### config.mk
export PLATFORM = sky130hd
export DESIGN_NAME = resta_corrimiento
export DESIGN_NICKNAME = d
export VERILOG_FILES = /design/src/rtl/resta_corrimiento.sv
export SDC_FILE = /design/constraint.sdc
export NUM_CORES = 1
export LEC_CHECK = 0
export ABC_AREA = 1
export CAP_MARGIN = 20
export CORE_MARGIN = 5
export CORE_UTILIZATION = 54
export DETAILED_ROUTE_END_ITERATION = 8
export HOLD_SLACK_MARGIN = 0.12
export PLACE_DENSITY = 0.79
export SLEW_MARGIN = 20
export SYNTH_ARGS = -nofsm -noshare
export SYNTH_HDL_FRONTEND = slang
export SYNTH_HIERARCHICAL = 1
export SYNTH_SLANG_ARGS = --single-unit
export TNS_END_PERCENT = 100
### constraint.sdc
create_clock -name iClk -period 1.72 [get_ports iClk]
set_input_delay 0.344 -clock iClk [delete_from_list [all_inputs] [get_ports iClk]]
set_output_delay 0.344 -clock iClk [all_outputs]
set_load 0.02 [all_outputs]
### src/rtl/resta_corrimiento.sv
// BCD (4 digits) to 14-bit binary converter using reverse double-dabble:
// shift the 30-bit {BCD,binary} register right 14 times, correcting BCD digits >= 8 by -3.
module bcd_fix (
  input  logic [3:0] din,
  output logic [3:0] dout
);
  assign dout = (din >= 4'd8) ? din - 4'd3 : din;
endmodule

module resta_corrimiento (
  input  logic        iClk,
  input  logic        iReset,
  input  logic        iCE,
  input  logic        iStart,
  input  logic [3:0]  ivUnits,
  input  logic [3:0]  ivDec,
  input  logic [3:0]  ivCent,
  input  logic [3:0]  ivMillar,
  output logic [13:0] ovBinary,
  output logic        oBusy,
  output logic        oDone,
  output logic        oError
);
  typedef enum logic [1:0] {IDLE, SHIFT, DONE} state_t;

  state_t      state_q, state_d;
  logic [29:0] r_q, r_d;
  logic [3:0]  cnt_q, cnt_d;
  logic [13:0] bin_q, bin_d;
  logic        err_q, err_d;

  logic [29:0] r_sh;
  logic [15:0] bcd_fixed;
  logic        bcd_bad;

  assign r_sh = {1'b0, r_q[29:1]};

  // One correction per BCD field of the shifted register.
  for (genvar gi = 0; gi < 4; gi++) begin : g_fix
    bcd_fix u_fix (
      .din  (r_sh[14+4*gi +: 4]),
      .dout (bcd_fixed[4*gi +: 4])
    );
  end

  assign bcd_bad = (ivUnits > 4'd9) | (ivDec > 4'd9) | (ivCent > 4'd9) | (ivMillar > 4'd9);

  always_comb begin
    state_d = state_q;
    r_d     = r_q;
    cnt_d   = cnt_q;
    bin_d   = bin_q;
    err_d   = err_q;
    if (iCE) begin
      case (state_q)
        IDLE: begin
          if (iStart) begin
            r_d   = {ivMillar, ivCent, ivDec, ivUnits, 14'd0};
            cnt_d = 4'd0;
            err_d = bcd_bad;
            if (bcd_bad) begin
              bin_d   = 14'd0;
              state_d = DONE;
            end else begin
              state_d = SHIFT;
            end
          end
        end
        SHIFT: begin
          // Binary field takes the raw shifted bits; only BCD fields are corrected.
          r_d   = {bcd_fixed, r_sh[13:0]};
          cnt_d = cnt_q + 4'd1;
          if (cnt_q == 4'd13) begin
            bin_d   = r_sh[13:0];
            state_d = DONE;
          end
        end
        DONE:    state_d = IDLE;
        default: state_d = IDLE;
      endcase
    end
  end

  always_ff @(posedge iClk) begin
    if (iReset) begin
      state_q <= IDLE;
      r_q     <= '0;
      cnt_q   <= '0;
      bin_q   <= '0;
      err_q   <= 1'b0;
    end else begin
      state_q <= state_d;
      r_q     <= r_d;
      cnt_q   <= cnt_d;
      bin_q   <= bin_d;
      err_q   <= err_d;
    end
  end

  assign ovBinary = bin_q;
  assign oBusy    = (state_q == SHIFT);
  assign oDone    = (state_q == DONE);
  assign oError   = err_q;
endmodule

==> results of run 1 <==
synthesized netlist by cell type, types with 2 or more instances:
cell / count / area [um2]
inv_1: 37 / 139
xor2_1: 5 / 43.8
a21boi_1: 4 / 30.0
nand2_1: 104 / 390
a21oi_2: 2 / 17.5
a31oi_1: 16 / 100
nor2_1: 36 / 135
clkbuf_1: 6 / 22.5
ha_1: 10 / 125
a21oi_1: 26 / 130
buf_2: 9 / 45.0
dfxtp_1: 50 / 1000
nand3_1: 30 / 150
buf_6: 2 / 22.5
o21ai_0: 21 / 105
kinds of logic after synthesis:
logic type / after synthesis / share of synthesized area
AOI/OAI and AO/OA: 71 / 0.157
adders and majority gates: 10 / 0.0490
buffers and inverters: 58 / 0.0975
xor gates and xnor gates: 5 / 0.0171
other: 1 / 0.00147
DFF: 50 / 0.392
and+or+nand+nor: 177 / 0.286
state kept, by name (all words and copies together) (netlist names):
name      count
oError        1
state_q       2
ovBinary     14
r_q          29
cnt_q         4
worst paths after layout:
| path | endpoint | from | slack [ns] | depth (start not counted) |
|---|---|---|---|---|
| max | oBusy | state_q[0] | 0.09 | 3 |
| min | r_q[6] | r_q[6] | 0.47 | 2 |
| max reg2reg | ovBinary[6] | state_q[0] | 0.13 | 11 |
| min reg2reg | r_q[6] | r_q[6] | 0.47 | 2 |
worst register-to-register path: stages (launching register included):
cell and delay [ns]:
dfxtp_1 0.41, inv_1 0.07, nor2_2 0.15, buf_4 0.20, nand2_1 0.08, nand3_2 0.11
nor2_4 0.06, buf_4 0.13, nand2_2 0.11, nand2_1 0.07, nand2_1 0.07, nor2_1 0.04
timing repair:
item,CTS,global route
hold buffers,0,0
setup buffers,0,0
gates resized for setup,2,0
endpoints found under the setup margin,2,0
metal layers:
layer | GRT usage | vias up
met3 | 0.0351 | 4
met2 | 0.343 | 43
met5 | 0 | -
met1 | 0.245 | 1121
li1 | - | 1284
met4 | 0.0542 | 0
layout make-up:
cell class                 instances  area, um2  share of cell area
tap                               54       67.6              0.0212
multi-input combinational        269       1330               0.415
clock buffer                       7       86.3              0.0271
inverter                          38        143              0.0447
sequential                        50       1000               0.314
clock inverter                     1       5.00             0.00157
timing repair buffer              60        563               0.176
power breakdown:
part / total, mW / leakage, nW / switching (mW) / internal, mW
registers: 1.28 / 0.408 / 0.0543 / 1.22
logic: 0.526 / 0.899 / 0.280 / 0.246
clock network: 0.688 / 0.0482 / 0.363 / 0.325
total: 2.49 / 1.36 / 0.698 / 1.79
==> out/metrics.yaml, run 1 <==
ys_warn_count: 6
dpl_cell_area_um2: 3100
fin_nets: 454
fin_cells: 479
die-area_um2: 6200
status: "complete, no violations"
maxCapViolCount: 0
synth_edf_count: 0
synth_seq_cells: 50
track_usage: 0.195
final_cell_mix: "nand2_1, dfxtp_1, inv_1"
core_um2: 4660
cts_tree: "done"
peakVddDrop_v: 0.000650
syn_inst: 372
detailroute.via_count: 2452
p_total_mw: 2.49
yosysSeqAreaShare: 0.392
fin_util: 0.685
dieHeight_um: 78.8
highest-signal-layer: "met4"
leakagePower_nw: 1.36
place_congestion: 0.792
first_pass_iters: 4
cp_num_buf_inv: 2
met2_length_mm: 2.70
remaining_drc_errors: 0
clock-sinks: 50
antenna_found_initial: 0
critPathCaptureType: "primary output"
fillers: 404
mostFrequentLayoutCell: "nand2_1"
worst_slack_ns: 0.0890
synth_area_um2: 2550
synthFlopType: "dfxtp_1"
synthArstFlopShare: 0
grt_pass1_wl_mm: 9.98
grt_max_degree: 25
h-tree-depth: 2
rsz0062_at_grt: "false"
hp-class: "flop to flop"
yosys.cell_types.count: 29
crit_slowest_cell: "dfxtp_1"
cpPeakStageDelay_ns: 0.41
power_density_nw_per_um2: 781
maxSlewViolCount: 0
start_kind: "flop"
finalSetupViolCount: 0
cp_cell_sequence: "inv_1, nor2_2, dlygate4sd2_1"
fin_crit_ns: 1.63
syn_avg_cell_area_um2: 6.86
cts-root-buf: "clkbuf_8"
vias_per_cell: 5.12
period_share: 0.948
arrival_ns: 1.29
routed_wl_mm: 5.62
io_pins: 37
wl_met3_um: 200
post_drt_wl_per_cell_um: 11.7
final_area_um2: 3190
numCtsBuffers: 5
num_rows: 25
clk_path_buf_depth: 2
fin_tns_setup_ns: 0
skew_ns: 0.00450
num_antenna_cells: 0
drtAntennaViolNets: 0
drive_above_1_share: 0.0941
drt-initial-drc-count: 126
grt_pass1_vias: 2331
syn_to_final_growth_pct: 24.9
crit_fanout: 5
port_buffers: 36
worstPathRequired_ns: 1.38
clock_latency_ns: 0.29
pre_cts_slack_ns: -0.120
die_x_um: 78.8
clock.fmax_mhz: 613
dp_hpwl_mm: 4.02
clkTransAtPathRegs_ns: 0.09
whs_ns: 0.472
start_util: 0.548
met1_length_mm: 2.68
dp_cells: 471
crit_type: "flop to primary output"
overflow: 0
critPathTopFamily: "buffers and inverters"
hold_viol: 0
No activity file was read; power rests on OpenSTA's default activity.
==> run 2: changes to the inputs <==
--- a/config.mk
+++ b/config.mk
@@ -7,11 +7,13 @@
 export LEC_CHECK = 0
 export ABC_AREA = 1
 export CAP_MARGIN = 20
+export CELL_PAD_IN_SITES_DETAIL_PLACEMENT = 0
+export CELL_PAD_IN_SITES_GLOBAL_PLACEMENT = 1
 export CORE_MARGIN = 5
-export CORE_UTILIZATION = 54
+export CORE_UTILIZATION = 38
 export DETAILED_ROUTE_END_ITERATION = 8
 export HOLD_SLACK_MARGIN = 0.12
-export PLACE_DENSITY = 0.79
+export PLACE_DENSITY_LB_ADDON = 0.1
 export SLEW_MARGIN = 20
 export SYNTH_ARGS = -nofsm -noshare
 export SYNTH_HDL_FRONTEND = slang
==> constraint.sdc (replaced) <==
create_clock -name iClk -period 1.72 [get_ports iClk]
set_input_delay 0.516 -clock iClk [delete_from_list [all_inputs] [get_ports iClk]]
set_output_delay 0.516 -clock iClk [all_outputs]
set_load 0.02 [all_outputs]
==> out/metrics.yaml, run 2 (synthesized netlist as in run 1, its figures left out) <==
multi_input_area_um2: 1340  # +0.94%
mostFrequentLayoutCell: "nand2_1"
drt-initial-drc-count: 123  # -2.4%
drtAntennaViolNets: 0  # unchanged
largest-register: "r_q"
fin_tns_setup_ns: 0  # unchanged
grt_pass1_wl_mm: 10.1  # +1.2%
min_path_cells: 2  # unchanged
detailroute.via_count: 2399  # -2.2%
clkTransAtPathRegs_ns: 0.09  # about the same
fin_cells: 504  # +5.2%
dp_hpwl_mm: 4.15  # +3.3%
pre_cts_slack_ns: -0.342  # -0.222 ns
fin_util: 0.513  # -0.171
io_pins: 37  # unchanged
clock-sinks: 50  # unchanged
r2r_cells: 10  # -1
dpl_cell_area_um2: 3150  # +1.5%
finalSetupViolCount: 0  # unchanged
place_congestion: 0.742  # -6.3%
start_kind: "flop"
dieHeight_um: 92.0  # +17%
whs_ns: 0.464  # -0.00814 ns
worst_slack_ns: 0.102  # +0.0134 ns
final_cell_mix: "nand2_1, dfxtp_1, inv_1"
track_usage: 0.143  # -0.0526
syn_to_final_growth_pct: 29.8
arrival_ns: 1.10  # -0.19 ns
start_util: 0.395  # -0.153
p_total_mw: 2.82  # +13%
fin_crit_ns: 1.62  # -0.0134 ns
power_density_nw_per_um2: 851  # +9.0%
core_um2: 6460  # +39%
clock.fmax_mhz: 618  # +0.83%
drive_above_1_share: 0.119  # +0.0253
maxCapViolCount: 0  # unchanged
worstPathRequired_ns: 1.20  # -0.18 ns
remaining_drc_errors: 0  # unchanged
num_antenna_cells: 0  # unchanged
first_pass_iters: 4  # unchanged
port_buffers: 36  # unchanged
rsz0062_at_grt: "false"
vias_per_cell: 4.76  # -7.0%
leakagePower_nw: 1.46  # +7.9%
peakVddDrop_v: 0.000387  # -40%
grt_pass1_vias: 2245  # -3.7%
status: "complete, no violations"
cts_tree: "done"
antenna_found_initial: 0  # unchanged
clock_latency_ns: 0.30  # about the same
clk_path_buf_depth: 2  # unchanged
die_x_um: 92.0  # +17%
critPathCaptureType: "primary output"
cts-root-buf: "clkbuf_8"
hp-class: "flop to flop"
overflow: 0  # unchanged
largest_reg_flops: 29  # unchanged
fillers: 679  # +68%
dp_cells: 493  # +4.7%
skew_ns: 0.00873  # +0.00423 ns
crit_type: "flop to primary output"
final_area_um2: 3310  # +3.9%
crit_fanout: 5  # unchanged
maxSlewViolCount: 0  # unchanged
fin_nets: 456  # +0.44%
die-area_um2: 8460  # +36%
grt_max_degree: 25  # unchanged
routed_wl_mm: 5.98  # +6.5%
period_share: 0.940  # -0.00779
h-tree-depth: 2  # unchanged
seq_area_um2: 1000  # +0.12%
num_rows: 29  # +16%
post_drt_wl_per_cell_um: 11.9  # +1.2%
hold_viol: 0  # unchanged
numCtsBuffers: 5  # unchanged
-- run 2: changes by cell type in the layout (fill, tap and decap cells not counted), sizes merged --
cell	change
dlygate4sd2	+13
bufinv	+2
buf	+1
clkinv	-1
clkdlybuf4s50	-16
dlymetal6s2s	+1
clkbuf	+1
clkdlybuf4s15	+1
-- run 2: area by class of cell --
cell class	instances	share of cell area
multi-input cells	269	0.404
well taps	77	0.0291
repair buffers	62	0.179
flip-flops and latches	50	0.302
clock inverters	2	0.0181
clock buffers	6	0.0249
inverters	38	0.0430
-- run 2: repair_timing --
item | in CTS | in global routing
hold buffers | 0 | 0
pin swaps | 0 | 2
setup buffers | 0 | 2
endpoints found under the setup margin | 19 | 30
endpoints found under the hold margin | 0 | 0
gates cloned | 0 | 1
gates resized for setup | 20 | 11
-- run 2: worst paths after layout --
check / startpoint / end / slack [ns]
worst min register to register: r_q[6] / r_q[6] / 0.46
worst min-delay path: r_q[6] / r_q[6] / 0.46
worst max-delay path: state_q[0] / oBusy / 0.10
worst max register to register: state_q[1] / ovBinary[5] / 0.16
-- run 2: power breakdown --
part	leakage, nW	switching, mW	total, mW	internal, mW
logic	0.983	0.283	0.521	0.237
registers	0.409	0.0522	1.27	1.22
clock network	0.0714	0.406	1.03	0.621
-- run 2: metal layers --
metal,track usage,wire length (um),up-vias
li1,-,-,1289
met1,0.193,3050,1064
met2,0.227,2650,41
met3,0.0368,235,5
met4,0.0371,51,0
met5,0,0,-
-- run 2: critical path, stage by stage (launching register included) --
cell	delay (ns)
dfxtp_2	0.37
inv_1	0.05
nor2_2	0.10
clkdlybuf4s15_2	0.28
==> run 3: changes to the inputs <==
--- a/config.mk
+++ b/config.mk
@@ -11,9 +11,10 @@
 export CELL_PAD_IN_SITES_GLOBAL_PLACEMENT = 1
 export CORE_MARGIN = 5
 export CORE_UTILIZATION = 38
+export CTS_CLUSTER_SIZE = 8
 export DETAILED_ROUTE_END_ITERATION = 8
 export HOLD_SLACK_MARGIN = 0.12
-export PLACE_DENSITY_LB_ADDON = 0.1
+export PLACE_DENSITY = 0.83
 export SLEW_MARGIN = 20
 export SYNTH_ARGS = -nofsm -noshare
 export SYNTH_HDL_FRONTEND = slang
==> out/metrics.yaml, run 3 (synthesized netlist as in run 1, its figures left out) <==
critPathTopFamily: "buffers and inverters"
routed_wl_mm: 5.66  # -5.4%
cts_tree: "done"
crit_fanout: 9  # +4
hold_viol: 0  # unchanged
dp_hpwl_mm: 4.11  # -0.94%
dieHeight_um: 92.0  # unchanged
post_drt_wl_per_cell_um: 11.2  # -5.6%
critPathCaptureType: "flop"
clock.fmax_mhz: 624  # +0.92%
final_cell_mix: "nand2_1, dfxtp_1, inv_1"
fin_nets: 457  # +0.22%
core_um2: 6460  # unchanged
grt_pass1_wl_mm: 9.76  # -3.3%
io_pins: 37  # unchanged
drtAntennaViolNets: 0  # unchanged
dp_cells: 497  # +0.81%
h-tree-depth: 2  # unchanged
worstPathRequired_ns: 1.92  # +0.72 ns
cts-root-buf: "clkbuf_8"
largest_reg_flops: 29  # unchanged
numCtsBuffers: 5  # unchanged
overflow: 0  # unchanged
grt_max_degree: 27  # +8.0%
drt-initial-drc-count: 135  # +9.8%
start_kind: "primary input"
cts_setup_buffers: 0  # unchanged
remaining_drc_errors: 0  # unchanged
skew_ns: 0.00259  # -0.00615 ns
p_total_mw: 2.60  # -7.7%
drive_above_1_share: 0.114  # -0.00495
cpPeakStageDelay_ns: 0.47  # +0.10 ns
clock_latency_ns: 0.30  # about the same
num_rows: 29  # unchanged
die-area_um2: 8460  # unchanged
status: "complete, no violations"
hp-class: "flop to flop"
grt_pass1_vias: 2125  # -5.3%
fillers: 672  # -1.0%
cp_cell_sequence: "clkdlybuf4s50_1, buf_4, o21ai_1, nor2_2, buf_4, nand2_1, xor2_1, nor2_1"
maxCapViolCount: 0  # unchanged
largest-register: "r_q"
start_util: 0.395  # unchanged
fin_cells: 505  # +0.20%
mostFrequentLayoutCell: "nand2_1"
detailroute.via_count: 2426  # +1.1%
first_pass_iters: 4  # unchanged
port_buffers: 36  # unchanged
track_usage: 0.139  # -0.00404
die_x_um: 92.0  # unchanged
num_antenna_cells: 0  # unchanged
crit_type: "primary input to flop"
arrival_ns: 1.81  # +0.71 ns
clk_path_buf_depth: 2  # unchanged
cp_num_buf_inv: 3  # +1
peakVddDrop_v: 0.000348  # -10%
period_share: 0.932  # -0.00859
fin_crit_ns: 1.60  # -0.0148 ns
cts_hold_buf: 0  # unchanged
place_congestion: 0.781  # +5.3%
syn_to_final_growth_pct: 27.5
cp_common_cell: "buf_4"
finalSetupViolCount: 0  # unchanged
power_density_nw_per_um2: 800  # -6.1%
crit_slowest_cell: "clkdlybuf4s50_1"
vias_per_cell: 4.80  # +0.93%
clkTransAtPathRegs_ns: 0.09  # about the same
maxSlewViolCount: 0  # unchanged
clock-sinks: 50  # unchanged
antenna_found_initial: 0  # unchanged
leakagePower_nw: 1.43  # -2.2%
==> run 3: power by group <==
part	leakage [nW]	internal (mW)	switching, mW	total (mW)
Clock	0.0514	0.434	0.389	0.823
Combinational	0.971	0.230	0.276	0.506
Sequential	0.409	1.22	0.0517	1.27
==> run 3: metal layers <==
layer	up-vias	share of wire	wire, um	track usage
met5	-	0	0	0
met4	0	0.011	64	0.0371
met3	6	0.035	196	0.0286
met2	30	0.45	2560	0.229
met1	1095	0.50	2850	0.185
li1	1295	-	-	-
==> run 3: area by class of cell <==
class                      instances  area [um2]  share of cell area
clock inverter                     2        37.5              0.0115
inverter                          38         143              0.0438
multi-input combinational        269        1340               0.410
tap                               77        96.3              0.0296
clock buffer                       6        72.6              0.0223
sequential                        50        1000               0.308
timing repair buffer              63         571               0.175
==> run 3: stage by stage <==
step | setup TNS (ns) | instance area [um2] | util | hold WS (ns) | worst slack, ns
6_report | 0 | 3260 | 0.504 | 0.465 | 0.117
5_1_grt | -0.00225 | 3260 | 0.504 | 0.490 | -0.00225
4_1_cts | 0 | 3250 | 0.503 | 0.471 | 0.0158
3_5_place_dp | -11.59 | 3150 | 0.488 | 0.457 | -0.327
3_3_place_gp | -10.92 | 3150 | 0.488 | 0.452 | -0.334
2_1_floorplan | 0 | 2570 | - | 0.440 | 0.251
==> run 3: worst paths after layout <==
path / start / end / slack, ns / cells past startpoint
worst max-delay path: iStart / cnt_q[2] / 0.12 / 8
worst min-delay path: r_q[7] / r_q[7] / 0.47 / 2
worst max register to register: state_q[0] / ovBinary[5] / 0.19 / 11
worst min register to register: r_q[7] / r_q[7] / 0.47 / 2
==> run 3: timing repair <==
| item | in CTS | in global routing |
|---|---|---|
| resized for setup | 21 | 9 |
| endpoints found under the setup margin | 20 | 39 |
| pin swaps | 0 | 1 |
==> run 3: worst reg2reg max path: stages, from the launching register on <==
cell	delay [ns]
dfxtp_2	0.37
inv_1	0.06
nor2_2	0.14
buf_6	0.24
nand2_1	0.09
nand3_2	0.11
nor2_4	0.06
buf_4	0.13
nand2_2	0.10
nand2_1	0.06
nand2_1	0.05
nor2_1	0.03
